### src/rtl/softplus_pwl_unit.sv
`default_nettype none
// ============================================================================
//  Module   : softplus_pwl_unit
//  Brief    : Streaming piecewise softplus, y = relu(x) + off(x), in signed
//             fixed point. off(x) comes from runtime-programmable positive
//             and negative segment tables. The pipeline has valid/ready flow
//             control and saturates the output.
//             Build option SOFTPLUS_LERP_EN: linear interpolation inside a
//             segment. This adds stage S2b, so latency is 4 instead of 3.
//  Revision : 1.0  initial release
// ============================================================================
module softplus_pwl_unit #(
    parameter int DATA_W = 16,
    parameter int FRAC_W = 8,
    parameter int NSEG   = 6
) (
    input  logic                        clk,
    input  logic                        rst,
    input  logic                        in_valid,
    output logic                        in_ready,
    input  logic [DATA_W-1:0]           in_x,
    output logic                        out_valid,
    input  logic                        out_ready,
    output logic [DATA_W-1:0]           out_y,
    input  logic                        cfg_we,
    input  logic [$clog2(2*NSEG)-1:0]   cfg_addr,
    input  logic [DATA_W-1:0]           cfg_data
);

    localparam int c_KW = DATA_W - FRAC_W;
    localparam int c_IW = $clog2(NSEG);
    localparam int c_AW = $clog2(2*NSEG);
    localparam logic [DATA_W:0] c_MAX = {2'b00, {(DATA_W-1){1'b1}}};

    // Reset defaults; indices past the last listed entry repeat it
    function automatic logic [DATA_W-1:0] tp_default(input int j);
        case (j)
            0:       return DATA_W'(16'h004d);
            1:       return DATA_W'(16'h0037);
            2:       return DATA_W'(16'h001f);
            3:       return DATA_W'(16'h0010);
            4:       return DATA_W'(16'h000b);
            default: return DATA_W'(16'h0009);
        endcase
    endfunction

    function automatic logic [DATA_W-1:0] tn_default(input int j);
        case (j)
            0:       return DATA_W'(16'h004d);
            1:       return DATA_W'(16'h0037);
            2:       return DATA_W'(16'h001f);
            3:       return DATA_W'(16'h000f);
            4:       return DATA_W'(16'h0007);
            default: return DATA_W'(16'h0002);
        endcase
    endfunction

    logic [DATA_W-1:0] r_tp [NSEG];
    logic [DATA_W-1:0] r_tn [NSEG];

    // The whole pipe freezes while the output is waiting on downstream
    logic w_stall;
    logic w_adv;
    assign w_stall   = out_valid & ~out_ready;
    assign w_adv     = ~w_stall;
    assign in_ready  = ~w_stall;

    // Table storage: reset reload, registered writes, out-of-range addresses ignored
    always_ff @(posedge clk) begin
        if (rst) begin
            for (int j = 0; j < NSEG; j++) begin
                r_tp[j] <= tp_default(j);
                r_tn[j] <= tn_default(j);
            end
        end else if (cfg_we) begin
            for (int j = 0; j < NSEG; j++) begin
                if (cfg_addr == c_AW'(j))        r_tp[j] <= cfg_data;
                if (cfg_addr == c_AW'(j + NSEG)) r_tn[j] <= cfg_data;
            end
        end
    end

    // ---------------- S1: segment index ----------------
    // For negative x, -k-1 equals ~k, so one magnitude path serves both halves.
    logic [c_KW-1:0] w_k;
    logic            w_neg;
    logic [c_KW-1:0] w_mag;
    logic            w_clamp;
    logic [c_IW-1:0] w_idx;

    assign w_k     = in_x[DATA_W-1:FRAC_W];
    assign w_neg   = in_x[DATA_W-1];
    assign w_mag   = w_neg ? ~w_k : w_k;
    assign w_clamp = 32'(w_mag) > 32'(NSEG - 1);
    assign w_idx   = w_clamp ? c_IW'(NSEG - 1) : w_mag[c_IW-1:0];

    logic              r_v1;
    logic [DATA_W-1:0] r_x1;
    logic              r_neg1;
    logic [c_IW-1:0]   r_idx1;
`ifdef SOFTPLUS_LERP_EN
    logic [FRAC_W-1:0] r_f1;
`endif

    // Stage 1 register: capture sample and its segment index
    always_ff @(posedge clk) begin
        if (rst) begin
            r_v1   <= 1'b0;
            r_x1   <= '0;
            r_neg1 <= 1'b0;
            r_idx1 <= '0;
`ifdef SOFTPLUS_LERP_EN
            r_f1   <= '0;
`endif
        end else if (w_adv) begin
            r_v1   <= in_valid;
            r_x1   <= in_x;
            r_neg1 <= w_neg;
            r_idx1 <= w_idx;
`ifdef SOFTPLUS_LERP_EN
            // Beyond the last segment the fraction carries no meaning
            r_f1   <= w_clamp ? '0 : in_x[FRAC_W-1:0];
`endif
        end
    end

    // Signals feeding the add/saturate stage
    logic              w_v_pre;
    logic [DATA_W-1:0] w_x_pre;
    logic [DATA_W-1:0] w_off_pre;

`ifdef SOFTPLUS_LERP_EN
    // ---------------- S2: base and neighbour lookup ----------------
    logic [DATA_W-1:0] w_base;
    logic [DATA_W-1:0] w_nbr;

    assign w_base = r_neg1 ? r_tn[r_idx1] : r_tp[r_idx1];
    // Positive side uses the next entry, and the top entry is its own neighbour.
    // Negative side reaches toward zero, and index 0 borrows Tp[0].
    assign w_nbr  = r_neg1
                  ? ((r_idx1 == '0) ? r_tp[0] : r_tn[r_idx1 - c_IW'(1)])
                  : ((r_idx1 == c_IW'(NSEG - 1)) ? r_tp[NSEG-1] : r_tp[r_idx1 + c_IW'(1)]);

    logic              r_v2;
    logic [DATA_W-1:0] r_x2;
    logic [DATA_W-1:0] r_base2;
    logic [DATA_W-1:0] r_nbr2;
    logic [FRAC_W-1:0] r_f2;

    // Stage 2 register: table values for the interpolation
    always_ff @(posedge clk) begin
        if (rst) begin
            r_v2    <= 1'b0;
            r_x2    <= '0;
            r_base2 <= '0;
            r_nbr2  <= '0;
            r_f2    <= '0;
        end else if (w_adv) begin
            r_v2    <= r_v1;
            r_x2    <= r_x1;
            r_base2 <= w_base;
            r_nbr2  <= w_nbr;
            r_f2    <= r_f1;
        end
    end

    // ---------------- S2b: interpolate ----------------
    localparam int c_PW = DATA_W + FRAC_W + 1;
    logic [DATA_W:0]          w_diff;
    logic [c_PW-1:0]          w_dext;
    logic [c_PW-1:0]          w_fext;
    logic signed [c_PW-1:0]   w_prod;
    logic [DATA_W-1:0]        w_delta;

    assign w_diff  = {r_nbr2[DATA_W-1], r_nbr2} - {r_base2[DATA_W-1], r_base2};
    assign w_dext  = {{FRAC_W{w_diff[DATA_W]}}, w_diff};
    assign w_fext  = {{(DATA_W+1){1'b0}}, r_f2};
    assign w_prod  = $signed(w_dext) * $signed(w_fext);
    assign w_delta = DATA_W'(w_prod >>> FRAC_W);

    logic              r_v2b;
    logic [DATA_W-1:0] r_x2b;
    logic [DATA_W-1:0] r_off2b;

    // Stage 2b register: interpolated offset
    always_ff @(posedge clk) begin
        if (rst) begin
            r_v2b   <= 1'b0;
            r_x2b   <= '0;
            r_off2b <= '0;
        end else if (w_adv) begin
            r_v2b   <= r_v2;
            r_x2b   <= r_x2;
            r_off2b <= r_base2 + w_delta;
        end
    end

    assign w_v_pre   = r_v2b;
    assign w_x_pre   = r_x2b;
    assign w_off_pre = r_off2b;
`else
    // ---------------- S2: step lookup ----------------
    logic              r_v2;
    logic [DATA_W-1:0] r_x2;
    logic [DATA_W-1:0] r_off2;

    // Stage 2 register: table entry for the sample's segment
    always_ff @(posedge clk) begin
        if (rst) begin
            r_v2   <= 1'b0;
            r_x2   <= '0;
            r_off2 <= '0;
        end else if (w_adv) begin
            r_v2   <= r_v1;
            r_x2   <= r_x1;
            r_off2 <= r_neg1 ? r_tn[r_idx1] : r_tp[r_idx1];
        end
    end

    assign w_v_pre   = r_v2;
    assign w_x_pre   = r_x2;
    assign w_off_pre = r_off2;
`endif

    // ---------------- S3: add and saturate ----------------
    logic [DATA_W-1:0] w_relu;
    logic [DATA_W:0]   w_sum;
    logic [DATA_W-1:0] w_y;

    assign w_relu = w_x_pre[DATA_W-1] ? '0 : w_x_pre;
    assign w_sum  = {1'b0, w_relu} + {1'b0, w_off_pre};
    assign w_y    = (w_sum > c_MAX) ? c_MAX[DATA_W-1:0] : w_sum[DATA_W-1:0];

    logic              r_v3;
    logic [DATA_W-1:0] r_y3;

    // Output register: held while the downstream stalls
    always_ff @(posedge clk) begin
        if (rst) begin
            r_v3 <= 1'b0;
            r_y3 <= '0;
        end else if (w_adv) begin
            r_v3 <= w_v_pre;
            r_y3 <= w_y;
        end
    end

    assign out_valid = r_v3;
    assign out_y     = r_y3;

endmodule
`default_nettype wire

### config.mk
export PLATFORM = sky130hd
export DESIGN_NAME = softplus_pwl_unit
export DESIGN_NICKNAME = d
export VERILOG_FILES = /design/src/rtl/softplus_pwl_unit.sv
export SDC_FILE = /design/constraint.sdc
export NUM_CORES = 1
export LEC_CHECK = 0
export ABC_AREA = 1
export BUFFER_PORTS_ARGS = -buffer_cell sky130_fd_sc_hd__buf_2
export CAP_MARGIN = 20
export CORE_UTILIZATION = 45
export DETAILED_ROUTE_END_ITERATION = 16
export PLACE_DENSITY = 0.73
export SYNTH_ARGS = -nofsm -noshare
export SYNTH_HDL_FRONTEND = slang
export SYNTH_SLANG_ARGS = --single-unit
### constraint.sdc
create_clock -name clk -period 2.07 [get_ports clk]
set_input_delay 0.1035 -clock clk [delete_from_list [all_inputs] [get_ports clk]]
set_output_delay 0.1035 -clock clk [all_outputs]
set_load 0.01 [all_outputs]
==> metrics, run 1 <==
status finished clean; crit-path cells buf_6 -> nor2_4 -> ha_4 -> inv_2 -> fa_2 -> inv_2 -> nand3_2 -> nand3_4 -> nand2_4 -> nand2_4 -> buf_12 -> a21oi_4 -> nand3_1 -> nand2_1 -> inv_1; DR DRC count 0; final hold vios 0; Initial Util 0.459; Core ar. about 28000 um2; DR pass1 iterations 5; largest net degree at the start of global routing a little over 70; crit path max-delay cell type dfxtp_4; worst clock skew 0.0163 ns; syn_area_per_cell between 8 and 9 um2; TritonCTS Buffers 27; Design Power 0.0130 W; Avg WL per Cell around 16 um; #FFs+latches synth about 270; FMAX slightly below 0.5 GHz; I/O pin count 59; Post-Syn Area roughly 13000 um2; r2r setup slk a little under 0.05 ns; GRT Overall Usage 0.207; critical path class reg2reg; Crit path largest cell delay a little over 0.4 ns; dpl ws -0.151 ns; CP Data Arrival Time 2.46 ns; CP required about 2.5 ns; maxcap violations 0; R2R depth 15; initial drt markers about 780; worst r2r dst out_y[0]$_SDFFE_PP0N_; min-delay src cfg_addr[2]; first-pass GRT wire length between 40000 and 50000 um; vias in the first global route about 9300; Pins Over Slew Limit 0; Overflow after GRT 0; Port Buffers 58; worst skew pair latency 0.55 ns; Via density just over 5; RePlAce Congestion between 0.8 and 0.9; CTS tree done; top post-synthesis cells by area edfxtp_1, dfxtp_1, nor2_1, nand2_1, o21ai_0; Least-Margin Pin Slew 0.629 ns; CP startpoint kind register; Die ar. 29100 um2; final worst path period need between 2 and 2.5 ns; Mapped Cells between 1000 and 1500; Max VDD drop between 600 and 700 uV; Post-Syn Nets ~1500; Seq/Total Area, Yosys 0.566; Antenna Nets Post-Route 0; Clock Pin Slew Worst Setup and Hold Paths 0.06 ns; Leak between 6 and 7 nW; Critical Path Fanout Max 6; final net count between 1500 and 2000; placed insts between 1500 and 2000; Final Instance Count excl. Fillers just under 2000; top-area cell type share of the netlist area 0.451; PwrDens about 860 nW/um2; Root Buffer clkbuf_16; CTS Sinks ~270; Vert. Die Dim between 150 and 200 um; final setup margin between 0.04 and 0.05 ns; Syn. warnings 0; hpwl dp ~20000 um; Rel. slew slack 0.581; Setup-failing EPs final 0; RSZ-0062 raised after global routing true; final worst path period share 0.977; worst r2r src r_x2[15]$_SDFFE_PP0N_; Vias around 10000; Critical Path Sink Type register; Worst Hold End r_tp[3][4]$_SDFFCE_PN1P_; share of layout cells above drive strength 1 0.188; initial antenna violation count 0; Die Wd about 170 um; Yosys top cell by area edfxtp_1; num rows approximately 60; Hold Crit Class in2reg; Distinct cells, synth between 40 and 50; H-tree Lvls 1; Area Overhead vs Synth 18.1%; Hold Crit Depth 5; deepest clock path buffer count 3; drt total wl just over 30000 um; # diodes 0
[worst max-delay path by stage]
| stage | from | endpoint | slack (ns) | depth (start not counted) |
|---|---|---|---|---|
| 4_1_cts | r_x2[15]$_SDFFE_PP0N_ | out_y[8]$_SDFFE_PP0N_ | 0.03 | 14 |
| 5_1_grt | r_x2[15]$_SDFFE_PP0N_ | out_y[11]$_SDFFE_PP0N_ | -0.08 | 13 |
| 2_1_floorplan | r_x2[15]$_SDFFE_PP0N_ | out_y[0]$_SDFFE_PP0N_ | 0.03 | 14 |
| 3_3_place_gp | r_x2[15]$_SDFFE_PP0N_ | out_y[5]$_SDFFE_PP0N_ | -0.09 | 12 |
| 6_report | r_x2[15]$_SDFFE_PP0N_ | out_y[0]$_SDFFE_PP0N_ | 0.05 | 15 |
| 3_5_place_dp | r_x2[15]$_SDFFE_PP0N_ | out_y[3]$_SDFFE_PP0N_ | -0.15 | 13 |
[cell usage after synthesis]
master	count
nor2_1	350
and2_1	1
a21oi_1	42
nor3_2	2
o211ai_1	1
o21ai_0	137
buf_1	1
a31oi_1	2
or2_1	1
nand2_2	7
nand3_4	1
nor3_1	1
ha_1	15
nand3_1	34
nand4_1	3
a21boi_0	2
or2_2	2
inv_6	1
clkbuf_1	39
nand3_2	3
nor2_4	17
inv_2	20
clkbuf_2	1
nor3_4	4
a21oi_2	1
nand2_4	6
dfxtp_1	73
buf_4	10
edfxtp_1	192
a21boi_1	12
buf_2	24
inv_1	111
o21ai_1	40
a21oi_4	3
xor2_1	4
o22ai_1	18
buf_6	10
nor2_2	9
fa_1	1
and2_4	1
clkbuf_8	1
xnor2_1	2
nand2_1	237
[metal layers]
| layer | GRT usage | routed length, um | part of all wire |
|---|---|---|---|
| met4 | 0.0654 | 803 | 0.026 |
| met5 | 0 | 0 | 0 |
| met3 | 0.0257 | 1710 | 0.056 |
| met1 | 0.267 | 12700 | 0.42 |
| met2 | 0.361 | 15100 | 0.50 |
[through the flow]
step	hold slack (ns)	setup TNS [ns]	util	area, um2
floorplan	0.238	0	-	12800
global placement	0.327	-1.24	0.484	13500
detailed placement	0.340	-1.85	0.484	13500
CTS	0.00426	0	0.525	14600
global route	0.0284	-0.484	0.542	15100
finish	0.0207	0	0.542	15100
[logic make-up (layout without fill, tap and decap cells)]
kind of cell,count (synthesis),after routing,synth area share
fa+ha+maj,16,16,0.0163
simple gates,679,680,0.229
buf+inv,218,318,0.0765
flops,265,265,0.566
xor+xnor,6,6,0.00411
compound gates,258,259,0.109
[worst max-delay path, delay by kind of cell (launching register included)]
kind / cells / cell delay (ns)
DFF: 1 / 0.41
and+or+nand+nor: 7 / 0.54
adders and majority gates: 2 / 0.35
AOI/OAI and AO/OA: 1 / 0.21
buffers and inverters: 5 / 0.40
[cells in the final DEF, fill, tap and decap left out, types with 40 or more instances in the layout]
| master | instances |
|---|---|
| o21ai_1 | 44 |
| edfxtp_1 | 192 |
| o21ai_0 | 133 |
| nor2_1 | 335 |
| a21oi_1 | 40 |
| buf_4 | 53 |
| dfxtp_1 | 71 |
| inv_1 | 108 |
| buf_2 | 58 |
| nand2_1 | 230 |
[power breakdown]
group	leakage, nW	switching (W)	internal [W]
sequential	2.46	0.000136	0.00604
combinational	3.28	0.000952	0.000552
clock	0.485	0.00204	0.00326
[state kept, by name, summed over array words and instances (netlist names), named ones only]
signal	cells
r_v1	1
r_x2	16
out_valid	1
r_tn	96
r_off2	16
r_x1	16
r_v2	1
r_tp	96
r_idx1	3
out_y	16
[area by class of cell]
type | instances | area (um2)
fillers | 2411 | 12800
flip-flops and latches | 265 | 7230
multi-input cells | 961 | 4920
repair buffers | 136 | 986
clock buffers | 33 | 729
inverters | 132 | 500
well taps | 378 | 473
clock inverters | 17 | 249
[repair_timing]
action	4_1_cts	5_1_grt
resized for setup	2	72
buffers inserted	0	11
hold buffers	18	0
pin swaps	0	33
endpoints found under the hold margin	22	0
cloned	0	2
setup endpoints to repair	15	15
No activity file was read; power rests on OpenSTA's default activity.
==> inputs of run 2 (changes only) <==
--- a/config.mk
+++ b/config.mk
@@ -12,4 +12,5 @@
 export DETAILED_ROUTE_END_ITERATION = 16
 export PLACE_DENSITY = 0.73
+export SKIP_LAST_GASP = 1
 export SYNTH_ARGS = -nofsm -noshare
 export SYNTH_HDL_FRONTEND = slang
==> constraint.sdc (replaced) <==
create_clock -name clk -period 2.07 [get_ports clk]
set_input_delay 0.207 -clock clk [delete_from_list [all_inputs] [get_ports clk]]
set_output_delay 0.207 -clock clk [all_outputs]
set_load 0.01 [all_outputs]
==> run 2 against run 1 <==
Die area unchanged. Non-clock buffer count shrank 23. Critical path type unchanged. Register-to-register slack improved by 0.04 ns. Largest cell class unchanged. Sequential power is essentially flat. Clock skew is 0.0056 ns lower. Clock-buffer cell count is 9 higher.
==> metrics, run 2 (synthesis gave the netlist of run 1 again) <==
final setup margin roughly 0.092 ns; initial antenna violation count 0; Worst path most repeated cell inv_1; CTS tree done; DR DRC count 0; CTS Sinks 265; Vias slightly below 10000; Crit path largest cell delay roughly 0.38 ns; share of layout cells above drive strength 1 0.155; final net count between 1500 and 2000; # diodes 0; Critical Path Sink Type register; Setup-failing EPs final 0; Critical Path Fanout Max 7; Port Buffers 58; Pins Over Slew Limit 0; initial drt markers between 700 and 800; Final Instance Count excl. Fillers around 1900; Critical path buffers and inverters 4; Design Power approximately 0.012 W; Root Buffer clkbuf_16; Seq. cell area 7230 um2; drt total wl ~30000 um; Fin Setup TNS 0 ns; Seq pwr share 0.508; Clock Pin Slew Worst Setup and Hold Paths around 0.06 ns; TritonCTS Buffers 27; Area Overhead vs Synth 13.6%; Largest regs r_tn: 96 flops, r_tp: 96 flops; Avg WL per Cell 15.6 um; multi-input logic area around 4700 um2; Least-Margin Pin Slew about 0.64 ns; FMAX slightly above 0.5 GHz; Int Power around 0.0091 W; RePlAce Congestion 0.908; deepest clock path buffer count 3; Max VDD drop approximately 620 uV; vias in the first global route ~9200; Vert. Die Dim about 170 um; most common cell after layout, fill and taps aside nor2_1; num rows 61; crit-path leading delay family simple AND/OR/NAND/NOR gates; status finished clean; GRT Overall Usage 0.203; H-tree Lvls 1; Hold Crit Depth 3; Overflow after GRT 0; clock share of power 0.377; R2R depth 14; Via density about 5.1; Die ar. 29100 um2; Leak ~6 nW; crit path max-delay cell type fa_2; Gate power share 0.114; crit-path cells buf_4 -> nor2_2 -> inv_1 -> fa_2 -> inv_1 -> nand3_1 -> nand3_2 -> nand2_1 -> nand2_2 -> nor2_1 -> nor2_1 -> nand3_1 -> nand2_1 -> inv_1; final hold vios 0; Die Wd between 150 and 200 um; CP startpoint kind register; Antenna Nets Post-Route 0; final worst path period need ~2.0 ns; PwrDens 835 nW/um2; Rel. slew slack 0.572; RSZ-0062 raised after global routing true; worst clock skew roughly 0.011 ns; worst skew pair latency about 0.55 ns; most frequent cells in the layout nor2_1, nand2_1, edfxtp_1; dpl ws 0.0167 ns; Hold Crit Class in2reg; largest net degree at the start of global routing 72; maxcap violations 0; DR pass1 iterations 5; critical path class reg2reg; I/O pin count between 50 and 60; Core ar. about 28000 um2; first-pass GRT wire length 46300 um; Layout fillers between 2000 and 2500; final worst path period share 0.955; net switching power ~0.003 W; sw frac 0.248; Util after Layout 0.521; CP Data Arrival Time around 2.4 ns; hpwl dp between 15000 and 20000 um; WP depth 14; Initial Util 0.459; CP required ~2.5 ns; placed insts between 1500 and 2000
[run 2: tightest hold or removal path: stages]
cell and delay [ns]:
buf_2 0.14, nor3_4 0.07, nand2_1 0.05
[run 2: through the flow]
stage,hold slack (ns),area [um2]
after floorplan,0.342,12800
after global placement,0.424,13400
after detailed placement,0.428,13400
after CTS,0.00562,14400
after global routing,0.0295,14500
final,0.0174,14500
[run 2: routing by layer]
layer | up-vias | global-route usage | wire length [um]
met5 | - | 0 | 0
li1 | 4806 | - | -
met4 | 0 | 0.0713 | 842
met2 | 325 | 0.349 | 14600
met3 | 61 | 0.0296 | 1860
met1 | 4545 | 0.261 | 12300
[run 2: timing repair]
item	CTS	global route
resized for setup	0	29
hold buffers	16	0
endpoints found under the setup margin	0	15
setup buffers	0	4
endpoints found under the hold margin	16	0
[run 2: cell type report]
cell class	count	area share
Multi-Input combinational cell	960	0.323
Clock inverter	8	0.00336
Timing Repair Buffer	113	0.0541
Sequential cell	265	0.498
Inverter	132	0.0345
Clock buffer	42	0.0540
Tap cell	378	0.0326
[run 2: power by group through the flow]
stage	logic (W)	registers, W	clock network [W]
2_1_floorplan	0.000881	0.00626	0
3_3_place_gp	0.00130	0.00626	0
3_5_place_dp	0.00131	0.00627	0
4_1_cts	0.00135	0.00616	0.00462
5_1_grt	0.00155	0.00619	0.00483
6_report	0.00139	0.00616	0.00457
[run 2: worst paths after layout]
check,startpoint,to,slack [ns]
max,r_x2[15]$_SDFFE_PP0N_,out_y[8]$_SDFFE_PP0N_,0.09
min,rst,r_tn[4][2]$_SDFFCE_PN1P_,0.02
max reg2reg,r_x2[15]$_SDFFE_PP0N_,out_y[8]$_SDFFE_PP0N_,0.09
min reg2reg,out_y[15]$_SDFFE_PP0N_,out_y[15]$_SDFFE_PP0N_,0.44
==> inputs of run 3 (changes only) <==
Settings changed: BUFFER_PORTS_ARGS -buffer_cell sky130_fd_sc_hd__buf_2 to not set, DONT_BUFFER_PORTS set to 1, PLACE_DENSITY 0.73 to 0.71, TNS_END_PERCENT set to 100.
==> run 3 against run 2 <==
Hold slack got worse by 0.0027 ns. Highest routed layer unchanged. Worst setup slack worse by 0.030 ns. Via count fell by 1.8%.
==> metrics, run 3 (synthesis gave the netlist of run 1 again) <==
status finished clean; Fin Setup TNS 0 ns; hold slack around 0.015 ns; Pins Over Slew Limit 0; Initial Util 0.459; Layout fillers between 2000 and 2500; most frequent cells in the layout nor2_1, nand2_1, edfxtp_1; vias in the first global route approximately 9000; Critical Path Sink Type register; Critical Path Fanout Max 9; Leak about 5.9 nW; FMAX ~0.5 GHz; Vert. Die Dim ~170 um; worst clock skew roughly 0.019 ns; Die ar. 29100 um2; share of layout cells above drive strength 1 0.127; final net count 1511; drt total wl a little over 30000 um; CP startpoint kind register; Largest regs r_tn: 96 flops, r_tp: 96 flops; H-tree Lvls 1; Setup-failing EPs final 0; Port Buffers 0; R2R depth 13; GRT Overall Usage 0.207; placed cell area between 10000 and 15000 um2; final hold vios 0; Clock Pin Slew Worst Setup and Hold Paths approximately 0.060 ns; deepest clock path buffer count 3; post-route design area around 14000 um2; RSZ-0062 raised after global routing true; # diodes 0; Rel. slew slack 0.577; Root Buffer clkbuf_16; Area Overhead vs Synth 13.3%; Vias about 9600; critical path class reg2reg; Hold Crit Depth 4; Core ar. 27900 um2; TritonCTS Buffers 29; num rows just over 60; RePlAce Congestion 0.967; Design Power about 0.013 W; CP required ~2.5 ns; initial drt markers approximately 900; Util after Layout 0.520; Least-Margin Pin Slew roughly 0.63 ns; initial antenna violation count 0; PwrDens about 890 nW/um2; final worst path period need roughly 2 ns; worst skew pair latency about 0.56 ns; Antenna Nets Post-Route 0; DR DRC count 0; largest net degree at the start of global routing 79; r2r setup slk about 0.063 ns; CP Data Arrival Time 2.44 ns; Via density 5.16; Die Wd around 170 um; Avg WL per Cell 16.3 um; first-pass GRT wire length ~47000 um; DR pass1 iterations 5; Hold Crit Class in2reg; I/O pin count between 50 and 60; CTS Sinks roughly 270; hpwl dp roughly 20000 um; maxcap violations 0; most common cell after layout, fill and taps aside nor2_1; CTS tree done; final worst path period share 0.970; Max VDD drop between 600 and 700 uV; Overflow after GRT 0
## run 3: report_power, final
part           total [W]  switching (W)  internal, W
clock network    0.00540        0.00213      0.00327
registers        0.00619       0.000154      0.00604
logic            0.00131       0.000871     0.000440
total             0.0129        0.00316      0.00975
## run 3: worst max-delay path, stage by stage (launching register included)
cell	delay (ns)
dfxtp_4	0.41
buf_6	0.15
nor2_1	0.05
ha_1	0.33
nand2_1	0.09
nand2_1	0.11
a21oi_4	0.19
nand2_4	0.08
nand2_4	0.08
nand2_4	0.06
nand2_2	0.08
nand3_4	0.11
nor2_1	0.11
nor2_1	0.04
## run 3: per-stage QoR
stage               setup WS (ns)  cells
finish                     0.0627   1855
global route              -0.0623   1855
CTS                        0.0171   1852
detailed placement         -0.186   1773
global placement           -0.116   1773
floorplan                 0.00362   1442
## run 3: final timing paths
path | startpoint | to
min reg2reg | r_v2$_SDFFE_PP0N_ | r_v2$_SDFFE_PP0N_
max | r_x2[15]$_SDFFE_PP0N_ | out_y[9]$_SDFFE_PP0N_
max reg2reg | r_x2[15]$_SDFFE_PP0N_ | out_y[9]$_SDFFE_PP0N_
min | cfg_addr[3] | r_tn[0][0]$_SDFFCE_PN1P_
## run 3: area by class of cell
| type | instances | area [um2] | share of cell area |
|---|---|---|---|
| flip-flops and latches | 265 | 7230 | 0.499 |
| clock inverters | 17 | 204 | 0.0141 |
| well taps | 378 | 473 | 0.0327 |
| repair buffers | 67 | 617 | 0.0426 |
| inverters | 132 | 500 | 0.0346 |
| clock buffers | 37 | 808 | 0.0558 |
| multi-input cells | 959 | 4640 | 0.321 |
## run 3: per-layer routing
metal | track usage | wire length [um] | up-vias
met1 | 0.282 | 13000 | 4495
met2 | 0.346 | 14800 | 280
met4 | 0.0568 | 627 | 0
met3 | 0.0287 | 1790 | 55
li1 | - | - | 4733
met5 | 0 | 0 | -
## run 3: repair_timing
action,4_1_cts,5_1_grt
endpoints found under the setup margin,15,15
resized for setup,2,24
hold endpoints to repair,83,0
pin swaps,0,4
hold buffers,25,0
setup buffers,0,3
